==> config.mk <==
export PLATFORM = sky130hd
export DESIGN_NAME = dircc_counter_send_handler_flat
export DESIGN_NICKNAME = d
export VERILOG_FILES = /design/src/rtl/dircc_counter_send_if.sv /design/src/rtl/dircc_counter_send_handler.sv /design/src/flat_wrapper.sv
export SDC_FILE = /design/constraint.sdc
export NUM_CORES = 1
export LEC_CHECK = 0
export CAP_MARGIN = 10
export CORE_UTILIZATION = 44
export DETAILED_ROUTE_END_ITERATION = 7
export MAX_ROUTING_LAYER = met4
export PLACE_DENSITY = 0.84
export SLEW_MARGIN = 20
export SYNTH_ARGS = -nofsm -noshare
export SYNTH_HDL_FRONTEND = slang
export SYNTH_SLANG_ARGS = --single-unit
==> constraint.sdc <==
create_clock -name clk -period 2.88 [get_ports clk]
set_input_delay 0.288 -clock clk [delete_from_list [all_inputs] [get_ports clk]]
set_output_delay 0.288 -clock clk [all_outputs]
set_load 0.01 [all_outputs]
==> src/rtl/dircc_counter_send_if.sv <==
// ---------------------------------------------------------------------------
// dircc_counter_send_if
//   Bus bundle between the counter send handler and its two consumers: the
//   node packet output mux (pkt_*) and the device state memory write port
//   (wr_*).
//
//   Handshake rules for both channels:
//     - The producer raises valid (pkt_valid / wr_en) and keeps it high with
//       stable data until the consumer's ready (pkt_ready / wr_ack) is high
//       at a rising clk edge.
//     - That edge is the single transfer point.
//     - The producer never retracts valid before the transfer.
//     - The consumer may hold ready high at any time.
//
//   Signals:
//     pkt_valid   master->slave  packet valid
//     pkt_ready   slave->master  packet accepted
//     pkt_src     master->slave  source device address
//     pkt_payload master->slave  {rts, count} snapshot
//     wr_en       master->slave  state writeback request
//     wr_ack      slave->master  write accepted
//     wr_rts      master->slave  new rts field
//     wr_count    master->slave  new count field
// ---------------------------------------------------------------------------
interface dircc_counter_send_if #(
  parameter int ADDRESS_MEM_WIDTH = 32
);
  logic                         pkt_valid;
  logic                         pkt_ready;
  logic [ADDRESS_MEM_WIDTH-1:0] pkt_src;
  logic [31:0]                  pkt_payload;
  logic                         wr_en;
  logic                         wr_ack;
  logic [15:0]                  wr_rts;
  logic [15:0]                  wr_count;

  modport master (
    output pkt_valid, pkt_src, pkt_payload, wr_en, wr_rts, wr_count,
    input  pkt_ready, wr_ack
  );

  modport slave (
    input  pkt_valid, pkt_src, pkt_payload, wr_en, wr_rts, wr_count,
    output pkt_ready, wr_ack
  );
endinterface

==> src/rtl/dircc_counter_send_handler.sv <==
// ---------------------------------------------------------------------------
// dircc_counter_send_handler
//   Serves the counter device's output port.
//
//   When the registered ready-to-send vector flags the port (PORT_MASK), the
//   block:
//     1. snapshots the device's rts/count state;
//     2. emits one packet {rts, count} from the device address;
//     3. writes back (rts-1, count+1) to state memory;
//     4. idles COOLDOWN_CYCLES cycles so the registered ready vector can
//        catch up with the write before it is sampled again.
//
//   Ports:
//     clk, reset_n    clock, synchronous active-low reset
//     rts_ready       registered ready-to-send vector
//     device_address  address of the presented device
//     cur_rts         rts field of the current device state
//     cur_count       count field of the current device state
//     bus             packet + writeback channels (master side)
//     busy            registered, high whenever the FSM is not IDLE
//     sent_total      accepted packet count (wraps)
//     state_dbg_o     current FSM state, for observation only
// ---------------------------------------------------------------------------
module dircc_counter_send_handler #(
  parameter int          ADDRESS_MEM_WIDTH = 32,
  parameter logic [31:0] PORT_MASK         = 32'h0000_0001,
  // Legal range 1..15 (the counter is 4 bits wide).
  parameter int          COOLDOWN_CYCLES   = 2
) (
  input  logic                         clk,
  input  logic                         reset_n,
  input  logic [31:0]                  rts_ready,
  input  logic [ADDRESS_MEM_WIDTH-1:0] device_address,
  input  logic [15:0]                  cur_rts,
  input  logic [15:0]                  cur_count,
  dircc_counter_send_if.master         bus,
  output logic                         busy,
  output logic [31:0]                  sent_total,
  output logic [1:0]                   state_dbg_o
);

  typedef enum logic [1:0] {
    S_IDLE      = 2'd0,
    S_SEND      = 2'd1,
    S_WRITEBACK = 2'd2,
    S_COOLDOWN  = 2'd3
  } state_t;

  // Counter counts down to zero, so load one less than the cycle count to
  // stay in COOLDOWN exactly COOLDOWN_CYCLES cycles.
  localparam logic [3:0] COOL_LOAD = 4'(COOLDOWN_CYCLES - 1);

  state_t                       state_q, state_d;
  logic [3:0]                   cool_q, cool_d;
  logic                         pkt_valid_q, pkt_valid_d;
  logic [ADDRESS_MEM_WIDTH-1:0] pkt_src_q, pkt_src_d;
  logic [31:0]                  pkt_payload_q, pkt_payload_d;
  logic                         wr_en_q, wr_en_d;
  logic [15:0]                  wr_rts_q, wr_rts_d;
  logic [15:0]                  wr_count_q, wr_count_d;
  logic                         busy_q;
  logic [31:0]                  sent_total_q, sent_total_d;

  logic take;
  logic pkt_fire;
  logic wr_fire;

  // A flag with rts==0 is stale: the ready vector has not yet seen the last
  // writeback, so it must not trigger a packet.
  assign take     = ((rts_ready & PORT_MASK) != 32'd0) && (cur_rts != 16'd0);
  assign pkt_fire = pkt_valid_q && bus.pkt_ready;
  assign wr_fire  = wr_en_q && bus.wr_ack;

  // State and output registers
  always_ff @(posedge clk) begin
    if (!reset_n) begin
      state_q       <= S_IDLE;
      cool_q        <= 4'd0;
      pkt_valid_q   <= 1'b0;
      pkt_src_q     <= '0;
      pkt_payload_q <= 32'd0;
      wr_en_q       <= 1'b0;
      wr_rts_q      <= 16'd0;
      wr_count_q    <= 16'd0;
      busy_q        <= 1'b0;
      sent_total_q  <= 32'd0;
    end else begin
      state_q       <= state_d;
      cool_q        <= cool_d;
      pkt_valid_q   <= pkt_valid_d;
      pkt_src_q     <= pkt_src_d;
      pkt_payload_q <= pkt_payload_d;
      wr_en_q       <= wr_en_d;
      wr_rts_q      <= wr_rts_d;
      wr_count_q    <= wr_count_d;
      busy_q        <= (state_d != S_IDLE);
      sent_total_q  <= sent_total_d;
    end
  end

  // Next-state logic
  always_comb begin
    state_d = state_q;
    case (state_q)
      S_IDLE:      if (take)          state_d = S_SEND;
      S_SEND:      if (pkt_fire)      state_d = S_WRITEBACK;
      S_WRITEBACK: if (wr_fire)       state_d = S_COOLDOWN;
      S_COOLDOWN:  if (cool_q == 4'd0) state_d = S_IDLE;
      default:                        state_d = S_IDLE;
    endcase
  end

  // Next values of the registered outputs
  always_comb begin
    cool_d        = cool_q;
    pkt_valid_d   = pkt_valid_q;
    pkt_src_d     = pkt_src_q;
    pkt_payload_d = pkt_payload_q;
    wr_en_d       = wr_en_q;
    wr_rts_d      = wr_rts_q;
    wr_count_d    = wr_count_q;
    sent_total_d  = sent_total_q;
    case (state_q)
      S_IDLE: begin
        // The packet registers double as the snapshot used for writeback.
        if (take) begin
          pkt_valid_d   = 1'b1;
          pkt_src_d     = device_address;
          pkt_payload_d = {cur_rts, cur_count};
        end
      end
      S_SEND: begin
        if (pkt_fire) begin
          pkt_valid_d  = 1'b0;
          sent_total_d = sent_total_q + 32'd1;
          wr_en_d      = 1'b1;
          wr_rts_d     = pkt_payload_q[31:16] - 16'd1;
          wr_count_d   = pkt_payload_q[15:0] + 16'd1;
        end
      end
      S_WRITEBACK: begin
        if (wr_fire) begin
          wr_en_d = 1'b0;
          cool_d  = COOL_LOAD;
        end
      end
      S_COOLDOWN: begin
        if (cool_q != 4'd0) cool_d = cool_q - 4'd1;
      end
      default: ;
    endcase
  end

  assign bus.pkt_valid   = pkt_valid_q;
  assign bus.pkt_src     = pkt_src_q;
  assign bus.pkt_payload = pkt_payload_q;
  assign bus.wr_en       = wr_en_q;
  assign bus.wr_rts      = wr_rts_q;
  assign bus.wr_count    = wr_count_q;
  assign busy            = busy_q;
  assign sent_total      = sent_total_q;
  assign state_dbg_o     = state_q;

endmodule

==> src/flat_wrapper.sv <==
// flat-port wrapper written by rule: the top's interface ports become plain ports
module dircc_counter_send_handler_flat 
#(
  parameter int          ADDRESS_MEM_WIDTH = 32,
  parameter logic [31:0] PORT_MASK         = 32'h0000_0001,
                                                    
  parameter int          COOLDOWN_CYCLES   = 2
)
  (clk, reset_n, rts_ready, device_address, cur_rts, cur_count, busy, sent_total, state_dbg_o, bus_pkt_valid, bus_pkt_src, bus_pkt_payload, bus_wr_en, bus_wr_rts, bus_wr_count, bus_pkt_ready, bus_wr_ack);
  dircc_counter_send_if #(.ADDRESS_MEM_WIDTH(ADDRESS_MEM_WIDTH)) bus_i ();
  input  logic clk;
  input  logic reset_n;
  input  logic [31:0] rts_ready;
  input  logic [ADDRESS_MEM_WIDTH-1:0] device_address;
  input  logic [15:0] cur_rts;
  input  logic [15:0] cur_count;
  output logic busy;
  output logic [31:0] sent_total;
  output logic [1:0] state_dbg_o;
  output wire logic [$bits(bus_i.pkt_valid)-1:0] bus_pkt_valid;
  output wire logic [$bits(bus_i.pkt_src)-1:0] bus_pkt_src;
  output wire logic [$bits(bus_i.pkt_payload)-1:0] bus_pkt_payload;
  output wire logic [$bits(bus_i.wr_en)-1:0] bus_wr_en;
  output wire logic [$bits(bus_i.wr_rts)-1:0] bus_wr_rts;
  output wire logic [$bits(bus_i.wr_count)-1:0] bus_wr_count;
  input wire logic [$bits(bus_i.pkt_ready)-1:0] bus_pkt_ready;
  input wire logic [$bits(bus_i.wr_ack)-1:0] bus_wr_ack;
  assign bus_pkt_valid = bus_i.pkt_valid;
  assign bus_pkt_src = bus_i.pkt_src;
  assign bus_pkt_payload = bus_i.pkt_payload;
  assign bus_wr_en = bus_i.wr_en;
  assign bus_wr_rts = bus_i.wr_rts;
  assign bus_wr_count = bus_i.wr_count;
  assign bus_i.pkt_ready = bus_pkt_ready;
  assign bus_i.wr_ack = bus_wr_ack;
  dircc_counter_send_handler #(.ADDRESS_MEM_WIDTH(ADDRESS_MEM_WIDTH), .PORT_MASK(PORT_MASK), .COOLDOWN_CYCLES(COOLDOWN_CYCLES)) u_core (.clk(clk), .reset_n(reset_n), .rts_ready(rts_ready), .device_address(device_address), .cur_rts(cur_rts), .cur_count(cur_count), .bus(bus_i), .busy(busy), .sent_total(sent_total), .state_dbg_o(state_dbg_o));
endmodule
# [Yosys cells after proc, flatten, opt, wreduce, memory -nomap -nowiden]
# Cells that the tools add are included.
[classes] addsub=4 n_eq_ne=7 muxes=14 reduce_logical=16
[ops] operator="$add 32x1->32 const B" n=1
[ops] operator="$add 16x1->16 const B" n=1
[ops] operator="$reduce_bool 16->1" n=1
[ops] operator="$sub 16x1->16 const B" n=1
[ops] operator="$reduce_and 3->1" n=3
[ops] operator="$mux 2" n=4
[ops] operator="$mux 4" n=2
[ops] operator="$ne 2x1->1 const B" n=4
[ops] operator="$pmux 2 s4" n=1
[ops] operator="$pmux 4 s2" n=1
[ops] operator="$reduce_bool 2->1" n=4
[ops] operator="$eq 2x2->1 const B" n=2
[ops] operator="$logic_not 4->1" n=1
[ops] operator="$mux 1" n=4
[ops] operator="$pmux 1 s2" n=2
[ops] operator="$reduce_and 2->1" n=2
[ops] operator="$reduce_bool 4->1" n=1
[ops] operator="$sub 4x1->4 const B" n=1
[ops] operator="$logic_and 1x1->1" n=3
[ops] operator="$eq 2x1->1 const B" n=1
[ops] operator="$logic_not 2->1" n=1
[totals] reg_bits=137 in_bits=100 out_inout_bits=133 elab_cells=51

# [Depth between registers and ports, before layout]
# Gate-level depths: netlist of the first run.
[logic_depth] ltp_word=5 ltp_mapped=8

# [Worst setup path before layout of the first run]
# OpenSTA, ideal clock, no wires.
[synth_path] kind="reg2reg" from="register u_core.state_q[1], in the netlist u_core.state_dbg_o[1]" to="register u_core.sent_total_q[27], in the netlist u_core.sent_total[27]" setup_time_ps=70 arrival_time_ps=2157 required_ps=2810 slack_ps=653 path_stages_with_launch=8 path_cell_list="dfxtp_1 > inv_1 > ha_1 > nand4_4 > or4_4 > buf_6 > or4_1 > a21oi_1"
[synth_between] elab_chain_len=2
[synth_lines] element="start: declaration" line_no="dircc_counter_send_handler.sv:53" text="state_t state_q, state_d;"
[synth_lines] element="start signal: assignment" line_no="dircc_counter_send_handler.sv:88" text="state_q <= state_d;"
[synth_lines] element="$eq 2x1->1" line_no="dircc_counter_send_handler.sv:123" text="case (state_q)"
[synth_lines] element="$reduce_and 2->1 (no line)"
[synth_lines] element="end signal: assignment" line_no="dircc_counter_send_handler.sv:97" text="sent_total_q <= sent_total_d;"
[synth_lines] element="end: declaration" line_no="dircc_counter_send_handler.sv:62" text="logic [31:0] sent_total_q, sent_total_d;"
# No other way between the ends.
# A chain may end at the register's enable or synchronous reset.

# [Final worst setup path of the first run]
[layout_path] from="register u_core.state_q[1], in the netlist u_core.state_dbg_o[1]" to="register u_core.sent_total_q[26], in the netlist u_core.sent_total[26]"
# The elaborated chain is that of the path after synthesis.

==> impl_metrics.ini, run 1 <==
[timing]
min_period_ps = 2446
rsz0062_at_grt = false
relSlewSlack_pct = 52.69
max_freq_mhz = 408.8
setup_ws_ps = 433.6
finalSetupTns_ps = 0
hold_viol_final = 0
setup_violations = 0
slew_violations = 0
period_share_pct = 84.95
worst_pin_slew_ps = 708.9
finClkSkew_ps = 8.466
hold_slack_ps = 417.1

[placed_design]
portBuffers = 201
hpwl_um = 11770
dp_cells = 1065
placedInstanceArea_mm2 = 0.008089
gp_congestion = 0.8255
dpl_worst_slack_ps = 321.1

[global_routing]
grt_overflow_total = 0
grt_pass1_wl_um = 27630
grt_pass1_vias = 5573
track_usage_pct = 25.56
grt_max_degree = 51
antenna_found_initial = 0

[power]
pwr_density_cell_mw_per_mm2 = 591.3
p_leak_nw = 3.043
swShare_pct = 23.25
ir_worst_vdd_mv = 0.4944
p_int_mw = 3.978
power_frac_seq_pct = 39.6
clock_power_share_pct = 48.2
power_frac_comb_pct = 12.2
power_mw = 5.184
netSwitchingPower_mw = 1.205

[logic_synthesis]
synth-edff-count = 0
synth_common_cells = nand2_1 (154), dfxtp_1 (137), a21oi_1 (101)
synth_top_flop_cell = dfxtp_1
synth_most_common_cell = nand2_1
synthArstFlopShare_pct = 0
yosys_warnings = 0
syn_inst = 719
synth.avg_cell_area_um2 = 8.170
synth_fp_nets = 829
synth_seq_cells = 137
synth_seq_area_share_pct = 46.69
synth.distinct_cells = 49
synth_area_leaders = dfxtp_1 (47%), nand2_1 (9.8%), a21oi_1 (8.6%)
synth_top_area_share_pct = 46.69
synth_area_mm2 = 0.005874
yosysTopAreaCell = dfxtp_1

[critical_path]
required_ps = 3210
cp.arrival_ps = 2780
worstSetupPathType = reg2reg
critPathLaunchType = flip-flop
critPathCaptureType = flip-flop
cp_max_fo = 10

[job]
drv_cap = 0

[cts]
cts_hold_buf = 0
cts_resized = 0
clk_pin_slew_ps = 60
root_buffer = clkbuf_16
worstSkewPairLatency_ps = 420
cts_tree = built
clock_path_buffers = 2
cts_inserted_buffers = 17
post_cts_buffers = 0
htree_levels = 4
clock-sinks = 137

[drt]
vias_per_cell = 5.346
routed_wl_um = 16800
routedWlPerCell_um = 15.32
drt_iter0_markers = 439
drc = 0
first_pass_iters = 4
ant_nets = 0
vias = 5865

[worst_hold_path]
hold_class = in2reg

[die]
ioPinCount = 233
coreArea_mm2 = 0.01282
start_util_pct = 45.80
die_w_um = 117.5
rows = 41
die-area_mm2 = 0.01382
die_h_um = 117.5

[cells_and_area]
fin_area_mm2 = 0.008767
final_util_pct = 68.36
syn2layout_area_growth_pct = 49.24
diodes = 0
nets = 1022
layout-drive-gt1-share_pct = 7.027
layout.cells.non_filler = 1097

[outcome]
outcome = completed
-- routing by layer --
| layer | global-route usage, % | wire [um] | share of wire [%] | vias up |
|---|---|---|---|---|
| li1 | - | - | - | 2938 |
| met1 | 30.05 | 7097 | 42 | 2700 |
| met2 | 41.12 | 8108 | 48 | 198 |
| met3 | 7.558 | 1265 | 7.5 | 29 |
| met4 | 9.776 | 333 | 2.0 | 0 |
| met5 | - | 0 | 0 | - |
-- state kept, by name, summed over array words and instances, names as in the netlist --
signal                  flops
u_core.bus.wr_rts          16
u_core.cool_q               4
u_core.bus.pkt_payload     32
u_core.bus.pkt_src         32
u_core.sent_total          32
u_core.state_dbg_o          2
u_core.bus.pkt_valid        1
u_core.bus.wr_count        16
u_core.bus.wr_en            1
u_core.busy                 1
-- area by class of cell --
type / count / area [um2]
Inverter: 17 / 65.06
Fill cell: 1035 / 4058
Multi-Input combinational cell: 521 / 2914
Clock inverter: 11 / 217.7
Sequential cell: 137 / 2743
Clock buffer: 21 / 460.4
Tap cell: 172 / 215.2
Timing Repair Buffer: 218 / 2152
-- final timing paths --
kind / start / endpoint / slack [ps] / depth (start not counted)
setup / recovery: u_core.state_dbg_o[1]$_SDFF_PN0_ / u_core.sent_total[26]$_SDFFE_PN0P_ / 430 / 6
hold / removal: cur_count[7] / u_core.bus.pkt_payload[7]$_SDFFE_PN0P_ / 420 / 3
setup reg to reg: u_core.state_dbg_o[1]$_SDFF_PN0_ / u_core.sent_total[26]$_SDFFE_PN0P_ / 430 / 6
hold reg to reg: u_core.bus.pkt_src[0]$_SDFFE_PN0P_ / u_core.bus.pkt_src[0]$_SDFFE_PN0P_ / 460 / 2
-- cell usage in the layout (no fill, tap or decap), drive strengths merged, types with 2 or more instances in the layout --
cell | synthesis | final
clkdlybuf4s50 | 0 | 201
nand2 | 154 | 154
dfxtp | 137 | 137
a21oi | 101 | 101
o21ai | 35 | 35
nor2 | 31 | 31
clkbuf | 36 | 21
xnor2 | 20 | 20
or4 | 18 | 18
or3 | 18 | 18
buf | 8 | 17
inv | 17 | 16
nor4 | 16 | 16
o31ai | 16 | 16
nand3 | 15 | 15
nand4 | 12 | 12
a211oi | 11 | 11
ha | 10 | 10
nor3 | 9 | 9
a31oi | 8 | 8
xor2 | 8 | 8
bufinv | 0 | 6
and4 | 5 | 5
and3 | 5 | 5
clkinv | 0 | 4
mux2i | 3 | 3
a311oi | 3 | 3
a21bo | 2 | 2
nand2b | 2 | 2
and2 | 2 | 2
or2 | 2 | 2
o21a | 2 | 2
clkinvlp | 0 | 2
o31a | 2 | 2
-- kinds of logic (layout without fill, tap and decap cells) --
logic type	after synthesis	in the layout	synth area share [%]
AOI/OAI and AO/OA	186	186	18.21
xor gates and xnor gates	28	28	4.175
adders and majority gates	10	10	2.130
buffers and inverters	61	267	4.047
DFF	137	137	46.69
muxes	3	3	0.5112
and+or+nand+nor	294	294	24.24
-- worst max-delay path: stages, from the launching register on --
cell and delay, ps:
dfxtp_1 360, inv_1 120, ha_1 330, nand4_4 190
or4_1 710, or4_1 520, a21oi_1 140
-- power by group through the flow --
stage / combinational [mW] / sequential [mW] / clock, mW
floorplan: 0.262 / 2.11 / 0
global placement: 0.622 / 2.09 / 0
detailed placement: 0.629 / 2.09 / 0
CTS: 0.634 / 2.05 / 2.53
global route: 0.687 / 2.06 / 2.62
finish: 0.631 / 2.05 / 2.50
Power figures use the tool's default switching activity.
==> run 2, diff against run 1 <==
clock period = 2.29 ns   (was 2.88 ns; I/O delays follow)
==> impl_metrics.ini, run 2 (synthesized netlist as in run 1, its figures left out) <==
[outcome]
outcome = completed

[cells_and_area]
diodes = 0
layout.cells.non_filler = 1108
layout-drive-gt1-share_pct = 8.226
nFillCells = 1024
syn2layout_area_growth_pct = 49.82
fin_area_mm2 = 0.008801
nets = 1033
layout_commonest_cell = clkdlybuf4s50_1
final_cell_mix = clkdlybuf4s50_1 (201), nand2_1 (154), dfxtp_1 (137)

[cts]
clk_pin_slew_ps = 60
clock-sinks = 137
htree_levels = 4
cts_tree = built
cts_resized = 0
worstSkewPairLatency_ps = 420
cts_inserted_buffers = 17
root_buffer = clkbuf_16
cts_hold_buf = 0
clock_path_buffers = 2
post_cts_buffers = 0

[drt]
routed_wl_um = 16790
ant_nets = 0
first_pass_iters = 4
drt_iter0_markers = 435
vias = 5893
vias_per_cell = 5.319
drc = 0
routedWlPerCell_um = 15.16

[critical_path]
path_delay_family = simple AND/OR/NAND/NOR gates
r2r.worst_path.cells = 6
cp.arrival_ps = 2490
crit_end = u_core.sent_total[26]$_SDFFE_PN0P_
cpMostUsedCell = or4_1
cp.depth = 6
timing.rr.end = u_core.sent_total[26]$_SDFFE_PN0P_
critPathCaptureType = flip-flop
required_ps = 2640
r2r_slack_ps = 150
path_buf_inv = 1
critPathLaunchType = flip-flop
worstSetupPathType = reg2reg
cp_cell_sequence = inv_1, ha_1, nand4_4, or4_1, or4_1, a21oi_1
slowest_stage = or4_1
cp_max_fo = 8
critical_path.max_stage_delay_ps = 650
timing.rr.start = u_core.state_dbg_o[1]$_SDFF_PN0_
crit_path_start = u_core.state_dbg_o[1]$_SDFF_PN0_

[global_routing]
grt_pass1_vias = 5690
track_usage_pct = 25.45
antenna_found_initial = 0
grt_overflow_total = 0
grt_pass1_wl_um = 27540
grt_max_degree = 79

[timing]
worst_pin_slew_ps = 620.8
setup_ws_ps = 149.2
max_freq_mhz = 467.1
period_share_pct = 93.48
finClkSkew_ps = 10.12
min_period_ps = 2141
relSlewSlack_pct = 58.23
slew_violations = 0
rsz0062_at_grt = false
hold_viol_final = 0
setup_violations = 0

[power]
power_frac_seq_pct = 42.1
clock_power_share_pct = 44.4
pwr_density_cell_mw_per_mm2 = 693.6
power_mw = 6.104
netSwitchingPower_mw = 1.503
p_int_mw = 4.601
swShare_pct = 24.63
power_frac_comb_pct = 13.5
ir_worst_vdd_mv = 0.5349
p_leak_nw = 3.074

[placed_design]
dp_cells = 1076
portBuffers = 201
dpl_worst_slack_ps = -89.91
hpwl_um = 11820
placedInstanceArea_mm2 = 0.008209
gp_congestion = 0.8237

[die]
ioPinCount = 233
start_util_pct = 45.80
coreArea_mm2 = 0.01282
die_w_um = 117.5
die-area_mm2 = 0.01382
rows = 41
die_h_um = 117.5

[worst_hold_path]
hold_class = in2reg

[job]
drv_cap = 0
[run 2: worst min-delay path by stage]
stage | from | end | slack [ps] | cells past startpoint
4_1_cts | cur_count[2] | u_core.bus.pkt_payload[2]$_SDFFE_PN0P_ | 340 | 3
2_1_floorplan | bus_pkt_ready | u_core.bus.pkt_valid$_SDFFE_PN0P_ | 330 | 1
3_3_place_gp | u_core.bus.pkt_src[12]$_SDFFE_PN0P_ | u_core.bus.pkt_src[12]$_SDFFE_PN0P_ | 440 | 2
5_1_grt | cur_count[4] | u_core.bus.pkt_payload[4]$_SDFFE_PN0P_ | 350 | 3
3_5_place_dp | u_core.bus.pkt_src[21]$_SDFFE_PN0P_ | u_core.bus.pkt_src[21]$_SDFFE_PN0P_ | 450 | 2
6_report | device_address[28] | u_core.bus.pkt_src[28]$_SDFFE_PN0P_ | 350 | 3
[run 2: layout make-up]
cell class              instances  area, um2  area share, %
multi-input cells             521       2914          33.11
repair buffers                229       2272          25.82
inverters                      17      65.06         0.7393
clock inverters                11      121.4          1.379
flip-flops and latches        137       2743          31.16
clock buffers                  21      470.5          5.345
well taps                     172      215.2          2.445
[run 2: stage by stage]
step	TNS, ps	util [%]	hold slack (ps)
after floorplan	0	-	329.2
after global placement	-54.46	64.01	440.8
after detailed placement	-388.5	64.01	446.5
after CTS	0	68.62	339.3
after global routing	0	68.62	349.7
final	0	68.62	349.7
[run 2: worst reg2reg max path, stage by stage, from the launching register on]
cell and delay, ps:
dfxtp_1 310, inv_1 90, ha_1 220, nand4_4 130
or4_1 660, or4_1 520, a21oi_1 150
[run 2: layer usage]
metal | track usage (%) | vias to the layer above | wire length, um
met5 | - | - | 0
met4 | 8.253 | 0 | 203
met3 | 7.558 | 22 | 1181
met2 | 42.31 | 196 | 8187
met1 | 29.35 | 2721 | 7221
li1 | - | 2954 | -
[run 2: power groups by stage]
stage	combinational [mW]	clock (mW)	sequential, mW
floorplan	0.329	0	2.65
global placement	0.810	0	2.62
detailed placement	0.818	0	2.62
CTS	0.825	2.75	2.57
global route	0.895	2.87	2.59
finish	0.822	2.71	2.57
==> run 3, diff against run 2 <==
MAX_ROUTING_LAYER = default   (was met4)
clock period = 2.1 ns   (was 2.29 ns; I/O delays follow)
==> impl_metrics.ini, run 3 (synthesized netlist as in run 1, its figures left out) <==
[global_routing]
grt_overflow_total = 0
grt_pass1_wl_um = 27990
track_usage_pct = 25.04
grt_max_degree = 65
grt_pass1_vias = 5569
antenna_found_initial = 0

[critical_path]
worstSetupPathType = reg2reg
critPathLaunchType = flip-flop
critPathCaptureType = flip-flop
timing.rr.start = u_core.state_dbg_o[0]$_SDFF_PN0_
required_ps = 2440
cp_max_fo = 9
cp.arrival_ps = 2360
crit_path_start = u_core.state_dbg_o[0]$_SDFF_PN0_

[drt]
routed_wl_um = 17040
drt_iter0_markers = 480
first_pass_iters = 6
drc = 0
vias_per_cell = 5.353
vias = 6022
routedWlPerCell_um = 15.14
ant_nets = 0

[timing]
setup_violations = 0
worst_pin_slew_ps = 440.5
relSlewSlack_pct = 70.22
period_share_pct = 96.11
rsz0062_at_grt = false
min_period_ps = 2018
hold_slack_ps = 338.0
slew_violations = 0
hold_viol_final = 0
setup_ws_ps = 81.63
finClkSkew_ps = 6.718
max_freq_mhz = 495.4

[die]
ioPinCount = 233
die_w_um = 117.5
die_h_um = 117.5
coreArea_mm2 = 0.01282
die-area_mm2 = 0.01382
rows = 41
start_util_pct = 45.80

[cells_and_area]
final_cell_mix = clkdlybuf4s50_1 (201), nand2_1 (154), dfxtp_1 (136)
diodes = 0
syn2layout_area_growth_pct = 53.01
layout-drive-gt1-share_pct = 10.28
layout_commonest_cell = clkdlybuf4s50_1
nets = 1050

[worst_hold_path]
hold_class = in2reg
min_from = cur_count[14]

[cts]
post_cts_buffers = 0
cts_hold_buf = 0
clock_path_buffers = 2
worstSkewPairLatency_ps = 420
clk_pin_slew_ps = 60
cts_tree = built
clock-sinks = 137
cts_inserted_buffers = 17
root_buffer = clkbuf_16
cts_resized = 0
htree_levels = 4

[placed_design]
gp_congestion = 0.8219
hpwl_um = 11980
portBuffers = 201
dpl_worst_slack_ps = -168.2

[outcome]
outcome = completed

[power]
p_leak_nw = 3.171
ir_worst_vdd_mv = 0.7955
pwr_density_cell_mw_per_mm2 = 749.4

[job]
drv_cap = 0
[run 3: final cells by class]
class	count	area, um2
clock inverters	11	146.4
inverters	17	65.06
well taps	172	215.2
clock buffers	21	450.4
flip-flops and latches	137	2744
multi-input cells	521	2943
fillers	969	3836
repair buffers	246	2425
[run 3: metrics by stage]
| step | std cells | power [mW] | TNS [ps] | cell area [um2] | utilization, % |
|---|---|---|---|---|---|
| final | 1125 | 6.736 | 0 | 8989 | 70.09 |
| after global routing | 1125 | 7.010 | 0 | 8989 | 70.09 |
| after CTS | 1125 | 6.776 | 0 | 8972 | 69.96 |
| after detailed placement | 1093 | 3.776 | -1210 | 8376 | 65.31 |
| after global placement | 1093 | 3.761 | -735.4 | 8376 | 65.31 |
| after floorplan | 719 | 3.256 | 0 | 5888 | - |
[run 3: worst paths after layout]
check	to	depth (start not counted)	slack, ps
worst min-delay path	u_core.bus.pkt_payload[14]$_SDFFE_PN0P_	3	340
worst min register to register	u_core.bus.pkt_src[17]$_SDFFE_PN0P_	2	460
worst max register to register	u_core.sent_total[25]$_SDFFE_PN0P_	5	80
worst max-delay path	u_core.sent_total[25]$_SDFFE_PN0P_	5	80
[run 3: critical path: stages (launching register included)]
cell,delay (ps)
dfxtp_2,400
ha_4,170
nand4_4,120
or4_4,600
or4_1,500
a21oi_1,160
[run 3: per-layer routing]
metal	up-vias	part of all wire [%]	global-route usage (%)
li1	2996	-	-
met1	2800	41	29.86
met2	205	48	41.16
met3	21	8.7	9.109
met4	0	1.7	9.215
met5	-	0	0
[run 3: where the power goes]
group / leakage [nW] / internal [mW] / switching [mW] / total [mW]
Sequential: 1.12 / 2.71 / 0.0919 / 2.80
Clock: 0.287 / 1.90 / 1.11 / 3.01
Combinational: 1.77 / 0.493 / 0.437 / 0.930
Total: 3.17 / 5.10 / 1.64 / 6.74
